`src/rtl/noc_pkg.sv`:
```
// Shared definitions for the router switch allocator.
// Holds the router port count, the port naming enum, the per-output
// arbiter state enum and a small wrap-around index helper.
package noc_pkg;

  localparam int NUM_PORTS = 5;
  localparam int PORT_W    = 3;

  // Router port indices.
  typedef enum logic [PORT_W-1:0] {
    N = 3'd0,
    S = 3'd1,
    E = 3'd2,
    W = 3'd3,
    L = 3'd4
  } port_t;

  // Per-output arbiter state.
  typedef enum logic {
    IDLE   = 1'b0,
    LOCKED = 1'b1
  } arb_state_t;

  // Pointer value after reset: the last port, so the first scan starts at N.
  localparam logic [PORT_W-1:0] RESET_PTR = PORT_W'(NUM_PORTS - 1);

  // (p + step) modulo np, used to walk the round-robin scan order.
  function automatic logic [PORT_W-1:0] wrap_add(input logic [PORT_W-1:0] p,
                                                 input int step,
                                                 input int np);
    int s;
    s = int'(p) + step;
    return PORT_W'(s % np);
  endfunction

endpackage

```
`src/rtl/out_arb.sv`:
```
// One output port's arbiter: round-robin selection among inputs while IDLE,
// and packet-level locking to a single owner until its tail flit passes.
// Ports:
//   clk, rst        - clock, synchronous active-high reset
//   req_valid_i     - per-input head-of-queue valid
//   req_dest_i      - per-input requested output index
//   req_tail_i      - per-input tail / single-flit marker
//   credit_en_i     - this output has downstream credit
//   gnt_o           - one-hot input granted by this output (0 if none)
//   sel_o           - input index driving this output (0 when not valid)
//   valid_o         - this output carries a flit this cycle
module out_arb
  import noc_pkg::*;
#(
  parameter int NP      = NUM_PORTS,
  parameter int OUT_IDX = 0
) (
  input  logic                      clk,
  input  logic                      rst,
  input  logic [NP-1:0]             req_valid_i,
  input  logic [NP-1:0][PORT_W-1:0] req_dest_i,
  input  logic [NP-1:0]             req_tail_i,
  input  logic                      credit_en_i,
  output logic [NP-1:0]             gnt_o,
  output logic [PORT_W-1:0]         sel_o,
  output logic                      valid_o
);

  localparam logic [PORT_W-1:0] MY_ID = PORT_W'(OUT_IDX);

  arb_state_t          state_q, state_d;
  logic [PORT_W-1:0]   ptr_q, ptr_d;
  logic [PORT_W-1:0]   owner_q, owner_d;

  logic [NP-1:0]       cand_s;
  logic                found_s;
  logic [PORT_W-1:0]   win_s;
  logic                xfer_s;
  logic [PORT_W-1:0]   src_s;

  // Inputs currently asking for this output; out-of-range dests never match.
  always_comb begin
    cand_s = '0;
    for (int i = 0; i < NP; i++) begin
      cand_s[i] = req_valid_i[i] && (req_dest_i[i] == MY_ID);
    end
  end

  // Round-robin pick: first candidate after ptr, wrapping, keeping the earliest hit.
  always_comb begin
    found_s = 1'b0;
    win_s   = '0;
    for (int k = 1; k <= NP; k++) begin
      win_s   = (!found_s && cand_s[wrap_add(ptr_q, k, NP)]) ? wrap_add(ptr_q, k, NP) : win_s;
      found_s = found_s | cand_s[wrap_add(ptr_q, k, NP)];
    end
  end

  // Next-state logic: IDLE arbitrates, LOCKED serves only the owner until its tail.
  always_comb begin
    state_d = state_q;
    ptr_d   = ptr_q;
    owner_d = owner_q;
    xfer_s  = 1'b0;
    src_s   = '0;
    case (state_q)
      IDLE: begin
        if (credit_en_i && found_s) begin
          xfer_s = 1'b1;
          src_s  = win_s;
          if (req_tail_i[win_s]) begin
            ptr_d = win_s;
          end else begin
            state_d = LOCKED;
            owner_d = win_s;
          end
        end else begin
          xfer_s = 1'b0;
        end
      end
      LOCKED: begin
        // A missing owner flit or missing credit simply stalls the lock.
        if (credit_en_i && req_valid_i[owner_q] && (req_dest_i[owner_q] == MY_ID)) begin
          xfer_s = 1'b1;
          src_s  = owner_q;
          if (req_tail_i[owner_q]) begin
            state_d = IDLE;
            ptr_d   = owner_q;
          end else begin
            state_d = LOCKED;
          end
        end else begin
          xfer_s = 1'b0;
        end
      end
      default: begin
        state_d = IDLE;
      end
    endcase
  end

  // Output decode; everything is forced low while reset is held.
  always_comb begin
    gnt_o   = '0;
    sel_o   = '0;
    valid_o = 1'b0;
    if (xfer_s && !rst) begin
      valid_o      = 1'b1;
      sel_o        = src_s;
      gnt_o[src_s] = 1'b1;
    end else begin
      valid_o = 1'b0;
    end
  end

  // State, pointer and owner registers; reset abandons any packet lock.
  always_ff @(posedge clk) begin
    if (rst) begin
      state_q <= IDLE;
      ptr_q   <= RESET_PTR;
      owner_q <= 3'd0;
    end else begin
      state_q <= state_d;
      ptr_q   <= ptr_d;
      owner_q <= owner_d;
    end
  end

endmodule

```
`src/rtl/sw_alloc.sv`:
```
// Router switch allocator: one out_arb per output port, with the per-output
// grants merged into a per-input grant vector.
// Ports:
//   clk, rst        - clock, synchronous active-high reset
//   req_valid_i     - input i has a head-of-queue flit
//   req_dest_i      - output requested by input i (5..7 never granted)
//   req_tail_i      - flit at input i is a tail or single-flit packet
//   credit_en_i     - output o has downstream credit
//   gnt_o           - flit at input i advances this cycle
//   xbar_sel_o      - input index driving output o (0 when idle)
//   xbar_valid_o    - output o carries a flit this cycle
//   credit_decr_o   - consume one credit of output o (same as xbar_valid_o)
module sw_alloc #(
  parameter int NUM_PORTS = noc_pkg::NUM_PORTS
) (
  input  logic                               clk,
  input  logic                               rst,
  input  logic [NUM_PORTS-1:0]               req_valid_i,
  input  logic [NUM_PORTS-1:0][2:0]          req_dest_i,
  input  logic [NUM_PORTS-1:0]               req_tail_i,
  input  logic [NUM_PORTS-1:0]               credit_en_i,
  output logic [NUM_PORTS-1:0]               gnt_o,
  output logic [NUM_PORTS-1:0][2:0]          xbar_sel_o,
  output logic [NUM_PORTS-1:0]               xbar_valid_o,
  output logic [NUM_PORTS-1:0]               credit_decr_o
);

  import noc_pkg::*;

  // arb_gnt_s[o][i]: output o grants input i.
  logic [NUM_PORTS-1:0][NUM_PORTS-1:0] arb_gnt_s;

  for (genvar o = 0; o < NUM_PORTS; o++) begin : g_out
    out_arb #(
      .NP      (NUM_PORTS),
      .OUT_IDX (o)
    ) u_arb (
      .clk         (clk),
      .rst         (rst),
      .req_valid_i (req_valid_i),
      .req_dest_i  (req_dest_i),
      .req_tail_i  (req_tail_i),
      .credit_en_i (credit_en_i[o]),
      .gnt_o       (arb_gnt_s[o]),
      .sel_o       (xbar_sel_o[o]),
      .valid_o     (xbar_valid_o[o])
    );
  end

  // An input requests exactly one output, so OR-ing the per-output grants is exclusive.
  always_comb begin
    gnt_o = '0;
    for (int o = 0; o < NUM_PORTS; o++) begin
      gnt_o = gnt_o | arb_gnt_s[o];
    end
  end

  assign credit_decr_o = xbar_valid_o;

endmodule

```
`config.mk`:
```
export PLATFORM = sky130hd
export DESIGN_NAME = sw_alloc
export DESIGN_NICKNAME = d
export VERILOG_FILES = /design/src/rtl/noc_pkg.sv /design/src/rtl/out_arb.sv /design/src/rtl/sw_alloc.sv
export SDC_FILE = /design/constraint.sdc
export NUM_CORES = 1
export LEC_CHECK = 0
export BUFFER_PORTS_ARGS = -buffer_cell sky130_fd_sc_hd__buf_2
export CELL_PAD_IN_SITES_DETAIL_PLACEMENT = 1
export CELL_PAD_IN_SITES_GLOBAL_PLACEMENT = 2
export CORE_MARGIN = 2
export CORE_UTILIZATION = 37
export DETAILED_ROUTE_END_ITERATION = 6
export PLACE_DENSITY_LB_ADDON = 0.1
export SETUP_SLACK_MARGIN = 0.2
export SLEW_MARGIN = 0
export SYNTH_ARGS = -nofsm -noshare
export SYNTH_HDL_FRONTEND = slang
export SYNTH_SLANG_ARGS = --single-unit
```
`constraint.sdc`:
```
create_clock -name clk -period 7.1 [get_ports clk]
set_input_delay 0.355 -clock clk [delete_from_list [all_inputs] [get_ports clk]]
set_output_delay 0.355 -clock clk [all_outputs]
set_load 0.05 [all_outputs]
```
==> metrics.cfg, run 1 <==
[run_status]
status = finished clean

[clock_tree]
root_buffer = clkbuf_16
cts_made_buffers = 5
tritoncts = done
path_clk_slew_ns = 0.06
cts_hold_buf = 0
clk_latency_ns = 0.30
htree_levels = 2
cts.sinks = 35
cts_buffer_depth = 2

[die]
die_area_um2 = 36100
die_y_um = 190
die_w_um = 190
core_um2 = 34300
num_rows = 68
io_pins = 62
start_util_pct = 37.4

[timing]
rsz0062_at_grt = true
fmax_mhz = 153
worst_slew_pin_slew_ns = 0.972
relSlewSlack_pct = 34.3
clock_skew_ns = 0.0114
slew_violations = 0
whs_ns = 0.543
setup_viol = 0
hold_viol = 0
fin_crit_sh_pct = 92.0
fin_setup_tns_ns = 0
min_period_ns = 6.53

[routing]
vias = 14400
drtAntennaViolNets = 0
drc = 0
wl_per_cell_um = 21.4
drt-pass1-iter-count = 5
wl_mm = 48.9
vias_per_cell = 6.30
drt_iter0_markers = 972

[placed_design]
place_hpwl_mm = 38.8
gp_congestion = 0.909
io_buffers = 61

[grt]
grt_max_degree = 52
antenna_found_initial = 3
grt_pass1_vias = 14000
groute.usage.overall_pct = 26.5
grt_overflow_total = 0
grt_pass1_wl_mm = 77.8

[setup_path]
crit_path_start = g_out[0].u_arb.ptr_q[1]
cp.depth = 19
worst-r2r-setup-slack_ns = 1.04
end_kind = output pin
r2r_start = g_out[3].u_arb.ptr_q[1]
cp_max_fo = 12
critPathLaunchType = register
arrival_ns = 6.18
critPathMaxStageDelay_ns = 0.53
reg2reg_depth = 18
critPathRequiredTime_ns = 6.74
criticalPathCategory = reg -> out
slowest_stage = mux4_2
critPathTopFamily = simple AND/OR/NAND/NOR gates
path_cells = clkinv_1, buf_4, ha_1, a21oi_1, inv_1, a311oi_1, a31oi_1, ha_1, inv_1, mux4_2, o21ai_0, nor4b_2, nand4_1, nor3_1, a21oi_1, o21ai_1, or3b_1, nand3_1, buf_2
r2r-end = g_out[3].u_arb.ptr_q[0]
cp_num_buf_inv = 5
crit_path_end = gnt_o[3]

[min_path]
min_path_type = in -> reg

[synthesis]
synth_ff_type = dfxtp_1
ys_ff_latch = 35
synth_edf_count = 0
syn_inst = 1817
synthArstFlopShare_pct = 0
yosysSeqAreaShare_pct = 5.47
yosys_warnings = 0
syn-cell-area_um2 = 12800
syn-mean-instance-area_um2 = 7.05
yosys.cell_types.count = 107
synth_nets = 1975

[power_and_ir_drop]
peakVddDrop_v = 0.000247
power_leakage_nw = 5.46
p_per_area_nw_per_um2 = 570
finalPower_mw = 7.88

[cells_and_area]
layout_commonest_cell = nand2_1
fillCellCount = 4398
drive_gt1_share_pct = 12.2
final_cell_mix = 157 x nand2_1, 123 x nor2_1, 122 x ha_1
nNetsFinal = 1987
fin_util_pct = 40.3
syn2layout_area_growth_pct = 7.98

[flow_run]
maxCapViolations = 0

-- cells by family (layout without fill, tap and decap cells) --
group           after synthesis  after routing  share of synthesized area, %
flops                        35             35                          5.47
buf+inv                     215            228                          6.78
other cells                   0              3                             0
mux                          73             73                          7.42
compound gates              631            631                          35.3
xor+xnor                     55             55                          3.94
simple gates                682            682                          28.8
fa+ha+maj                   126            126                          12.3
-- layout make-up --
type	instances	area, um^2	share of cell area [%]
multi-input cells	1567	11400	82.2
flip-flops and latches	35	707	5.11
repair buffers	97	576	4.16
well taps	455	569	4.12
inverters	123	465	3.37
clock buffers	7	133	0.959
diodes	3	7.51	0.0543
clock inverters	1	5.00	0.0362
-- metrics by stage --
| stage | setup slack, ns | std cells | instance area, um^2 |
|---|---|---|---|
| finish | 0.567 | 2288 | 13800 |
| detailed placement | 0.419 | 2277 | 13600 |
| floorplan | 0.533 | 1817 | 12800 |
| global route | 0.140 | 2288 | 13800 |
| CTS | 0.293 | 2285 | 13700 |
| global placement | 0.492 | 2277 | 13600 |
-- per-layer routing --
metal	GRT usage, %	wire (um)	vias up
li1	-	-	6966
met1	36.2	23300	7101
met2	44.1	22500	288
met3	2.42	1760	58
met4	8.20	1290	0
met5	0	0	-
-- repair_timing --
action / 4_1_cts / 5_1_grt
cloned: 0 / 0
pin swaps: 0 / 0
gates resized for setup: 4 / 25
setup buffers: 0 / 0
endpoints found under the setup margin: 4 / 11
-- cells in the mapped netlist, types with 40 or more instances --
cell type,n,area [um^2]
o211ai_1,40,300
ha_1,126,1580
xnor2_1,44,385
inv_1,111,417
o21ai_0,108,541
nor3_1,66,330
clkbuf_1,59,221
a21oi_1,108,541
nand3_1,57,285
mux2i_1,44,440
nand2_1,157,589
nor2_1,123,462
-- sequential cells by signal (all words and copies together) (netlist names) --
signal and flops:
g_out.u_arb.owner_q 15, g_out.u_arb.ptr_q 15, g_out.u_arb.state_q 5
-- worst min path at each step --
stage                                 startpoint                     end  depth (start not counted)
after CTS                         credit_en_i[0]  g_out[0].u_arb.state_q                          5
after detailed placement  g_out[4].u_arb.state_q  g_out[4].u_arb.state_q                          2
after floorplan           g_out[4].u_arb.state_q  g_out[4].u_arb.state_q                          2
after global routing      g_out[4].u_arb.state_q  g_out[4].u_arb.state_q                          2
after global placement    g_out[4].u_arb.state_q  g_out[4].u_arb.state_q                          2
final                             credit_en_i[0]  g_out[0].u_arb.state_q                          5
-- worst reg2reg max path, stage by stage, from the launching register on --
cell and delay, ns:
dfxtp_1 0.53, ha_1 0.37, xor2_1 0.20, ha_1 0.25, or4b_2 0.67, and3_1 0.23
xnor2_2 0.32, ha_1 0.30, nor2b_1 0.20, o2bb2a_1 0.28, nand2_1 0.10, a211oi_1 0.44
a31o_2 0.22, nand3_1 0.09, a211oi_2 0.52, o21ai_0 0.21, a2111o_1 0.46, a32o_1 0.27
a21oi_1 0.27
-- power by group --
part	total, mW	leakage, nW	internal, mW	switching, mW
registers	0.399	0.285	0.259	0.139
clock network	0.230	0.0679	0.130	0.0999
logic	7.25	5.11	2.69	4.56
(Power assumes the default switching activity.)
==> run 2, diff against run 1 <==
Settings changed: PLACE_DENSITY set to 0.84, PLACE_DENSITY_LB_ADDON 0.1 to not set.
==> run 2 against run 1 <==
Non-clock buffer count shrank 3. Clock skew up 0.0020 ns. Fmax up 0.87%. Via count rose by 1.8%. Register-to-register slack barely moved. Count of clock-buffer cells in the layout fell by 1. Wire length decreased by 0.60%. Global-route usage shrank 0.46 points. First-iteration DRC count is 1.4% higher. Worst setup slack better by 0.057 ns. Cell count is 0.17% lower. Critical endpoint unchanged.
==> metrics.cfg, run 2 (same netlist as run 1, synthesis figures left out) <==
[timing]
fmax_mhz = 154  ; +0.87%
slew_violations = 0  ; unchanged
relSlewSlack_pct = 32.4  ; -1.9 points
setup_viol = 0  ; unchanged
hold_viol = 0  ; unchanged
setup_ws_ns = 0.624  ; +0.0566 ns
min_period_ns = 6.48  ; -0.0566 ns
rsz0062_at_grt = false
worst_slew_pin_slew_ns = 1.00  ; +0.0288 ns
whs_ns = 0.514  ; -0.0289 ns
fin_crit_sh_pct = 91.2  ; -0.80 points
fin_setup_tns_ns = 0  ; unchanged
clock_skew_ns = 0.0134  ; +0.00196 ns

[cells_and_area]
fin_util_pct = 40.7  ; +0.35 points
reg_top3 = g_out.u_arb.owner_q (15), g_out.u_arb.ptr_q (15), g_out.u_arb.state_q (5)
layout_commonest_cell = nand2_1
drive_gt1_share_pct = 12.6  ; +0.40 points
final_cell_mix = 157 x nand2_1, 123 x nor2_1, 121 x ha_1
syn2layout_area_growth_pct = 8.91
nNetsFinal = 1984  ; -0.15%

[die]
start_util_pct = 37.4  ; unchanged
die_y_um = 190  ; unchanged
num_rows = 68  ; unchanged
die_area_um2 = 36100  ; unchanged
io_pins = 62  ; unchanged
core_um2 = 34300  ; unchanged
die_w_um = 190  ; unchanged

[clock_tree]
htree_levels = 2  ; unchanged
path_clk_slew_ns = 0.06  ; about the same
cts.sinks = 35  ; unchanged
tritoncts = done
cts_made_buffers = 5  ; unchanged
cts_buffer_depth = 2  ; unchanged
clk_latency_ns = 0.31  ; about the same
root_buffer = clkbuf_16

[min_path]
worst_hold_startpoint = credit_en_i[0]
min_path_type = in -> reg
hold_path_depth = 5  ; unchanged
hold_end = g_out[0].u_arb.state_q

[routing]
drtAntennaViolNets = 0  ; unchanged
vias = 14700  ; +1.8%
drt_iter0_markers = 986  ; +1.4%
drc = 0  ; unchanged
wl_mm = 48.6  ; -0.60%
drt-pass1-iter-count = 5  ; unchanged
wl_per_cell_um = 21.3  ; -0.43%
vias_per_cell = 6.42  ; +1.9%

[setup_path]
criticalPathCategory = reg -> out
path_cells = clkinv_2, ha_2, clkinvlp_4, ha_1, nor2_1, a21oi_1, xnor2_2, inv_1, ha_1, nor2b_1, nor3_1, or2_1, or3_1, a211oi_2, or4_1, a41oi_2, o21ai_0, and2_1, a222oi_1, nand3_1, buf_2
r2r-end = g_out[3].u_arb.ptr_q[0]
cp_max_fo = 11  ; -1
slowest_stage = ha_2
critPathRequiredTime_ns = 6.74  ; about the same
critPathTopFamily = simple AND/OR/NAND/NOR gates
worst-r2r-setup-slack_ns = 1.05  ; about the same
reg2reg_depth = 18  ; unchanged
critPathMaxStageDelay_ns = 0.56  ; +0.03 ns
end_kind = output pin
crit_top_cell = ha_1
cp_num_buf_inv = 4  ; -1
arrival_ns = 6.12  ; -0.06 ns
r2r_start = g_out[3].u_arb.ptr_q[1]
critPathLaunchType = register

[placed_design]
gp_congestion = 0.918  ; +1.0%
place_hpwl_mm = 37.9  ; -2.2%
io_buffers = 61  ; unchanged
dp_slack_ns = 0.192  ; -0.227 ns

[grt]
grt_pass1_vias = 14500  ; +3.0%
grt_overflow_total = 0  ; unchanged
grt_pass1_wl_mm = 77.4  ; -0.49%
antenna_found_initial = 2  ; -1
groute.usage.overall_pct = 26.1  ; -0.46 points
grt_max_degree = 52  ; unchanged

[run_status]
status = finished clean

[flow_run]
maxCapViolations = 0  ; unchanged

## run 2: cell types whose count changed in the layout (fill, tap and decap cells not counted), moves of 2 or more
cell,previous run,this run
bufinv_16,0,2
xnor2_1,40,38
xnor2_2,5,7
nor4b_4,0,2
nor4b_2,5,3
buf_4,36,33
clkinv_1,4,2
## run 2: cell type report
class	instances	area (um^2)
clock buffer	6	129
multi-input combinational	1567	11500
tap	455	569
sequential	35	711
antenna	2	5.00
fill	4339	20300
clock inverter	2	60.1
inverter	123	470
timing repair buffer	94	553
## run 2: worst min-delay path, stage by stage
cell and delay, ns:
buf_2 0.11, nand2_1 0.08, or2_2 0.11, a32oi_1 0.04
nor2_1 0.07
## run 2: layer usage
layer	GRT usage, %	wire [um]
met4	7.39	1310
met3	3.60	2390
met1	33.8	21700
met5	0	0
met2	44.9	23200
## run 2: metrics by stage
step	instances	instance area (um^2)
after floorplan	1817	12800
after global placement	2273	13500
after detailed placement	2273	13500
after CTS	2281	13700
after global routing	2283	13900
final	2284	13900
## run 2: repair_timing
| item | CTS | global route |
|---|---|---|
| resized for setup | 4 | 41 |
| pin swaps | 0 | 1 |
| gates cloned | 0 | 0 |
| hold buffers | 0 | 0 |
| setup endpoints to repair | 7 | 12 |
| endpoints found under the hold margin | 0 | 0 |
| buffers inserted | 0 | 1 |
## run 2: worst max-delay path by stage
stage | start | endpoint | slack [ns] | cells past startpoint
CTS | g_out[4].u_arb.ptr_q[1] | gnt_o[4] | 0.21 | 23
finish | g_out[2].u_arb.ptr_q[1] | gnt_o[3] | 0.62 | 21
floorplan | g_out[1].u_arb.ptr_q[0] | gnt_o[3] | 0.53 | 23
detailed placement | g_out[2].u_arb.ptr_q[1] | gnt_o[3] | 0.19 | 20
global placement | g_out[2].u_arb.ptr_q[1] | gnt_o[1] | 0.52 | 21
global route | g_out[2].u_arb.ptr_q[0] | gnt_o[2] | 0.19 | 20
Power of run 2 is left out: the tool's default activity adds up to more than one toggle a clock period on the data nets, which glitch-free logic cannot reach.
